### src/rtl/nf10_rx_stamper.sv
// Receive-path AXI4-Stream stage: writes the arrival timestamp into the TUSER
// stamp field of each packet's first beat, through a 2-entry skid buffer.
module nf10_rx_stamper #(
  parameter int C_AXIS_DATA_WIDTH  = 256,
  parameter int C_AXIS_TUSER_WIDTH = 128,
  parameter int TIMESTAMP_WIDTH    = 64,
  parameter int STAMP_LSB          = 32
) (
  input  logic                              S_AXI_ACLK,
  input  logic                              S_AXI_ARESETN,
  input  logic [TIMESTAMP_WIDTH-1:0]        STAMP_COUNTER,
  input  logic                              STAMP_EN,
  input  logic [C_AXIS_DATA_WIDTH-1:0]      S_AXIS_TDATA,
  input  logic [C_AXIS_DATA_WIDTH/8-1:0]    S_AXIS_TSTRB,
  input  logic [C_AXIS_TUSER_WIDTH-1:0]     S_AXIS_TUSER,
  input  logic                              S_AXIS_TVALID,
  input  logic                              S_AXIS_TLAST,
  output logic                              S_AXIS_TREADY,
  output logic [C_AXIS_DATA_WIDTH-1:0]      M_AXIS_TDATA,
  output logic [C_AXIS_DATA_WIDTH/8-1:0]    M_AXIS_TSTRB,
  output logic [C_AXIS_TUSER_WIDTH-1:0]     M_AXIS_TUSER,
  output logic                              M_AXIS_TVALID,
  output logic                              M_AXIS_TLAST,
  input  logic                              M_AXIS_TREADY,
  output logic [31:0]                       STAMP_PKT_COUNT
);

  localparam int STRB_W = C_AXIS_DATA_WIDTH / 8;

  typedef enum logic {WAIT_SOP, IN_PKT} state_t;

  state_t                          state, state_nxt;
  logic                            ready_q;
  logic [1:0]                      occ;
  logic                            wr_ptr, rd_ptr;
  logic [C_AXIS_DATA_WIDTH-1:0]    mem_data [2];
  logic [STRB_W-1:0]               mem_strb [2];
  logic [C_AXIS_TUSER_WIDTH-1:0]   mem_user [2];
  logic                            mem_last [2];
  logic [31:0]                     stamp_cnt;
  logic                            accept, take, sop, do_stamp;
  logic [C_AXIS_TUSER_WIDTH-1:0]   user_in;

  assign S_AXIS_TREADY   = (occ < 2'd2) && ready_q;
  assign M_AXIS_TVALID   = (occ != 2'd0);
  assign accept          = S_AXIS_TVALID && S_AXIS_TREADY;
  assign take            = M_AXIS_TVALID && M_AXIS_TREADY;
  assign sop             = (state == WAIT_SOP);
  assign do_stamp        = accept && sop && STAMP_EN;

  assign M_AXIS_TDATA    = mem_data[rd_ptr];
  assign M_AXIS_TSTRB    = mem_strb[rd_ptr];
  assign M_AXIS_TUSER    = mem_user[rd_ptr];
  assign M_AXIS_TLAST    = mem_last[rd_ptr];
  assign STAMP_PKT_COUNT = stamp_cnt;

  // The stamp is captured at acceptance so buffering delay never skews arrival time
  always_comb begin
    user_in = S_AXIS_TUSER;
    if (sop && STAMP_EN)
      user_in[STAMP_LSB +: TIMESTAMP_WIDTH] = STAMP_COUNTER;
  end

  always_comb begin
    state_nxt = state;
    if (accept) begin
      case (state)
        WAIT_SOP: if (!S_AXIS_TLAST) state_nxt = IN_PKT;
        IN_PKT:   if (S_AXIS_TLAST)  state_nxt = WAIT_SOP;
        default:  state_nxt = WAIT_SOP;
      endcase
    end
  end

  always_ff @(posedge S_AXI_ACLK or negedge S_AXI_ARESETN) begin
    if (!S_AXI_ARESETN) begin
      state     <= WAIT_SOP;
      ready_q   <= 1'b0;
      occ       <= 2'd0;
      wr_ptr    <= 1'b0;
      rd_ptr    <= 1'b0;
      stamp_cnt <= 32'd0;
      for (int i = 0; i < 2; i++) begin
        mem_data[i] <= '0;
        mem_strb[i] <= '0;
        mem_user[i] <= '0;
        mem_last[i] <= 1'b0;
      end
    end else begin
      state   <= state_nxt;
      ready_q <= 1'b1;
      if (accept) begin
        mem_data[wr_ptr] <= S_AXIS_TDATA;
        mem_strb[wr_ptr] <= S_AXIS_TSTRB;
        mem_user[wr_ptr] <= user_in;
        mem_last[wr_ptr] <= S_AXIS_TLAST;
        wr_ptr           <= ~wr_ptr;
      end
      if (take)
        rd_ptr <= ~rd_ptr;
      case ({accept, take})
        2'b10:   occ <= occ + 2'd1;
        2'b01:   occ <= occ - 2'd1;
        default: occ <= occ;
      endcase
      if (do_stamp)
        stamp_cnt <= stamp_cnt + 32'd1;
    end
  end

endmodule

### config.mk
export PLATFORM = sky130hd
export DESIGN_NAME = nf10_rx_stamper
export DESIGN_NICKNAME = d
export VERILOG_FILES = /design/src/rtl/nf10_rx_stamper.sv
export SDC_FILE = /design/constraint.sdc
export NUM_CORES = 1
export LEC_CHECK = 0
export BUFFER_PORTS_ARGS = -buffer_cell sky130_fd_sc_hd__buf_2
export CORE_AREA = 3 3 361 363
export CTS_CLUSTER_DIAMETER = 80
export DETAILED_ROUTE_END_ITERATION = 10
export DIE_AREA = 0 0 364 366
export PLACE_DENSITY_LB_ADDON = 0.25
export SETUP_SLACK_MARGIN = 0.2
export SLEW_MARGIN = 20
export SYNTH_ARGS = -nofsm -noshare
export SYNTH_HDL_FRONTEND = slang
export SYNTH_SLANG_ARGS = --single-unit
### constraint.sdc
create_clock -name S_AXI_ACLK -period 2.4 [get_ports S_AXI_ACLK]
set_input_delay 0.24 -clock S_AXI_ACLK [delete_from_list [all_inputs] [get_ports S_AXI_ACLK]]
set_output_delay 0.24 -clock S_AXI_ACLK [all_outputs]
set_load 0.01 [all_outputs]
* Word-level counts from Yosys, hierarchy flattened *
Index checks and enable logic that the tools add are counted.

operators by class
  $add $sub $neg = 3
  magnitude comparators = 4
  equal/unequal tests = 2
  muxes and demuxes = 27
  bitwise operators = 5
  reductions and logical operators = 9

operator list
  cell                                                         number
  two-way mux 256 bit                                          4
  bitwise mux 512 bit                                          1
  two-way mux 128 bit                                          4
  bitwise mux 256 bit                                          1
  demux 256 bit (select 1 bit)                                 1
  demux 128 bit (select 1 bit)                                 1
  two-way mux 32 bit                                           4
  bitwise mux 64 bit                                           1
  two-way mux 64 bit                                           1
  adder 32 x 1 -> 32 bit (second input constant)               1
  demux 32 bit (select 1 bit)                                  1
  logical AND 1 bit                                            7
  two-way mux 1 bit                                            5
  greater-or-equal comparator 2 bit (second input constant)    2
  NOT 1 -> 2 bit                                               2
  one-hot mux 2 bit (2 select lines)                           1
  nonzero test 2 bit                                           2
  NOT 1 bit                                                    3
  adder 2 x 1 -> 2 bit (second input constant)                 1
  bitwise mux 2 bit                                            1
  == test 2 x 1 -> 1 bit (second input constant)               1
  == test 2 bit (second input constant)                        1
  less-than comparator 2 x 1 -> 1 bit (second input constant)  1
  less-than comparator 2 bit (second input constant)           1
  other kinds (2)                                              2

storage, ports and cells
  flip-flop bits (word level) = 872
  input bits = 486
  output and inout bits = 451
  word-level logic and storage cells = 64

* Longest topological paths before layout *
  word-level depth = 6
  mapped depth = 7
  mapped depth without buffers = 6

* Least setup slack after synthesis *
OpenSTA, ideal clock, no wires.

  kind = register -> register
  start point = reg stamp_cnt[0] (netlist: STAMP_PKT_COUNT[0])
  end point = reg stamp_cnt[30] (netlist: STAMP_PKT_COUNT[30])
  library setup time = 0.125 ns
  data arrival time = 1.805 ns
  required time = 2.275 ns
  slack = 0.469 ns
  stages on the path, launching flop included = 7
  path buffers = 0
  period minus slack after synthesis = 1.931 ns
  path through = dfrtp_1 ha_1 nand4b_1 or4_1 nor4_4 nand3_1 xnor2_1

between the ends
  cells in the longest elaborated chain, start to end = 1

RTL lines
  what                    line  RTL
  from (decl)             40    logic [31:0] stamp_cnt;
  from (signal assigned)  107   stamp_cnt <= stamp_cnt + 32'd1;
  adder 32 x 1 -> 32 bit  107

Every way passes these cells.
A chain may end at the register's enable or synchronous reset.

* Worst setup path after layout *
  start point = reg rd_ptr
  end point = out M_AXIS_TDATA[87]

between the ends
  cells in the longest elaborated chain, start to end = 4

RTL lines
  what                                                    line  RTL
  from (decl)                                             35    logic wr_ptr, rd_ptr;
  from (signal assigned)                                  100   rd_ptr <= ~rd_ptr;
  NOT 1 -> 2 bit (implied by the code)                    51    assign M_AXIS_TDATA = mem_data[rd_ptr];
  two-way mux 256 bit (implied by the code) (3 in a row)  51
  to (decl)                                               19    output logic [C_AXIS_DATA_WIDTH-1:0] M_AXIS_TDATA,

Every way passes these cells. The select of a mux whose other input is x is not followed.

==> summary.txt <==
STA
  – RSZ-0062 raised after global routing: true
  – Final min period: around 2.5 ns
  – Slack of the critical path: -0.0595 ns
  – Clock Skew: between 0.03 and 0.04 ns
  – Worst hold slack: 0.0555 ns
  – Worst slew margin: about 63%
  – Final slew viol count: 0
  – Final period util: 102%
  – Final setup violation count: around 120
  – Actual slew at the worst max-slew pin: 0.555 ns
  – Max Clk Rate: between 400 and 500 MHz
  – Final hold viol count: 0

Clocking
  – Htree depth: 3
  – Clock Tree Root: clkbuf_16
  – Worst-Skew Late Latency: approximately 0.68 ns
  – Clock sinks: 872
  – Clk slew on worst S/H paths: around 0.060 ns
  – CTS max path bufs: 3
  – Cts bufs inserted: between 90 and 100
  – CTS tree: built

Setup path
  – WS Path Type: reg -> out
  – Reg2reg start: state$_DFFE_PN0N_
  – R2R setup slack: roughly 0.30 ns
  – WP data required: 2.16 ns
  – Cell count of the worst reg-to-reg path: 5
  – CP endpoint kind: output port
  – Crit path arrival time: 2.22 ns
  – Worst setup SP type: flop
  – Worst-path maximum fanout: 8
  – Critical R2R Capture: mem_user[59]$_DFFE_PN0P_

Global routing
  – Largest net degree at the start of global routing: slightly above 90
  – Initial antenna violation count: 24
  – Total grt overflow: 0
  – First-pass GRT wire length: about 170,000 um
  – Total track usage: between 10% and 20%
  – Number of global-route vias before repair: around 28,000

Placed design
  – RD Place Congestion: 0.812
  – Buffers on Ports: 936
  – Dpl hpwl: slightly above 80,000 um

Yosys
  – Post-Synthesis Cell Area: around 38,000 um^2
  – #FFs+latches synth: between 800 and 900
  – Number of synthesized flops with an enable pin: 0
  – Register area share after synthesis: between 50 and 60%
  – Post-synth ARST share: 100%
  – Synthesized Nets: 3,073
  – Mean area per synthesized cell: roughly 15 um^2
  – Netlist cell types: 32
  – Top_reg_cell synth: dfrtp_1
  – Mapped Cells: 2,585
  – Synth Warn #: 0

Run
  – Max Cap Viol: 0

Power
  – Int Power: roughly 53 mW
  – Pwr dens: between 1000 and 1500 nW/um^2
  – Logic pwr share: about 49%
  – Clock share of power: between 10% and 20%
  – Sequential share of power: between 30% and 40%
  – Sw Ratio: around 33%
  – Worst VDD drop: a little under 0.0009 V
  – Net Sw Power: around 26 mW
  – Tot Pwr: a little under 80 mW
  – Leakage power: between 20 and 30 nW

Die
  – IO Count: about 940
  – Die Height: 366 um
  – Initial core utilization: a little under 30%
  – Site Rows: 131
  – Die area: approximately 130,000 um^2
  – Die Wd: between 300 and 400 um
  – Core Region: ~130,000 um^2

Worst hold path
  – Hold Path Depth: 3
  – Tightest Hold Check Type: in -> reg
  – Hold worst-path end: mem_user[172]$_DFFE_PN0P_
  – Min-Delay Startpoint: STAMP_COUNTER[12]

Layout
  – Layout cells sized above 1: a little under three fifths
  – Area Overhead vs Synth: 48.8%
  – Layout Nets: approximately 4,600
  – Commonest non-fill, non-tap cell in the layout: mux2_2
  – Commonest non-fill, non-tap cells in the layout: mux2_2, dfrtp_1, buf_2

Route
  – Post-route ant nets: 0
  – Drt total wl: 122,000 um
  – Post-DR wirelength/cell: about 21 um
  – Drc violations: 0
  – Vias: approximately 27,000
  – Vias/cell: 4.55
  – Starting DRT DRC Count: around 1,100
  – DRT Pass-1 Iters: 5

Outcome
  – Failing checks: setup timing
  – Outcome: complete, but fails checks
-- worst max-delay path by stage --
stage	to	start	cells after the start
after floorplan	STAMP_PKT_COUNT[30]$_DFFE_PN0P_	STAMP_PKT_COUNT[0]$_DFFE_PN0P_	6
after global placement	STAMP_PKT_COUNT[26]$_DFFE_PN0P_	STAMP_PKT_COUNT[0]$_DFFE_PN0P_	6
after detailed placement	STAMP_PKT_COUNT[28]$_DFFE_PN0P_	STAMP_PKT_COUNT[0]$_DFFE_PN0P_	6
after CTS	M_AXIS_TDATA[151]	rd_ptr$_DFFE_PN0P_	5
after global routing	M_AXIS_TDATA[201]	rd_ptr$_DFFE_PN0P_	5
final	M_AXIS_TDATA[87]	rd_ptr$_DFFE_PN0P_	6
-- critical path, stage by stage, from the launching register on --
cell and delay [ns]:
dfrtp_4 0.51, buf_8 0.15, buf_16 0.16, buf_12 0.16, buf_16 0.14, mux2_2 0.26
buf_2 0.15
-- synthesized netlist by cell type (all sizes together), types with 2 or more instances --
library cell / n / share of area (%)
a21oi: 64 / 0.85
and3: 5 / 0.083
and4: 2 / 0.046
buf: 108 / 1.4
clkbuf: 54 / 0.54
dfrtp: 872 / 58
ha: 2 / 0.066
mux2: 1124 / 34
mux2i: 64 / 1.7
nand2: 80 / 0.80
nand3: 11 / 0.15
nand4: 5 / 0.083
nand4b: 2 / 0.046
nor2: 74 / 0.74
nor3: 3 / 0.040
nor4: 4 / 0.15
o21ai: 65 / 0.86
or4: 3 / 0.070
xnor2: 23 / 0.53
xor2: 13 / 0.30
-- routing by layer --
metal	wire [um]	global-route usage [%]	vias to the layer above
met1	49800	20.3	13400
met5	8	0	-
met4	3710	5.88	2
met3	8700	5.37	192
li1	-	-	12200
met2	59800	28.6	718
-- repair_timing --
action                                  in CTS  in global routing
gates resized for setup                     30                470
buffers inserted                             8                  6
gates cloned                                 7                 32
endpoints found under the setup margin     417                417
hold buffers                               483                  0
endpoints found under the hold margin     1444                  0
-- final cells by class --
type	count	area, um^2
fill	11700	71200
inverter	1	3.75
sequential	872	21800
clock inverter	22	204
clock buffer	153	2970
antenna	15	37.5
multi-input combinational	1550	15800
timing repair buffer	1561	13300
tap	1662	2080
-- cells by family after synthesis --
group                      synth area share [%]
and+or+nand+nor                            2.32
muxes                                      35.2
adders and majority gates                0.0663
buffers and inverters                      1.97
other                                   0.00994
AOI/OAI and AO/OA                          1.71
DFF                                        57.8
xor gates and xnor gates                  0.836
-- state kept, by name, indices dropped and copies added, names as in the netlist --
signal	count
wr_ptr	1
state	1
ready_q	1
mem_data	512
mem_user	256
mem_strb	64
rd_ptr	1
occ	2
mem_last	2
STAMP_PKT_COUNT	32
-- through the flow --
stage          setup TNS [ns]  utilization, %  cell area, um^2  worst slack (ns)  std cells
2_1_floorplan               0               -            37700             0.469       2585
6_report                -1.68            44.1            56200           -0.0595       5836
3_3_place_gp                0            35.3            45000             0.314       5110
3_5_place_dp                0            35.3            45000             0.328       5110
5_1_grt                -39.84            44.1            56100            -0.162       5832
4_1_cts                -24.69            41.9            53400            -0.157       5783
-- power by group through the flow --
stage / Clock (mW) / Sequential (mW) / Combinational (mW)
finish: 14.8 / 25.2 / 38.1
floorplan: 0 / 24.3 / 18.6
global placement: 0 / 25.1 / 29.3
CTS: 15.2 / 25.1 / 31.6
global route: 15.8 / 26.2 / 40.5
detailed placement: 0 / 25.3 / 29.6
Note: power is estimated with default switching activity, not from simulation.
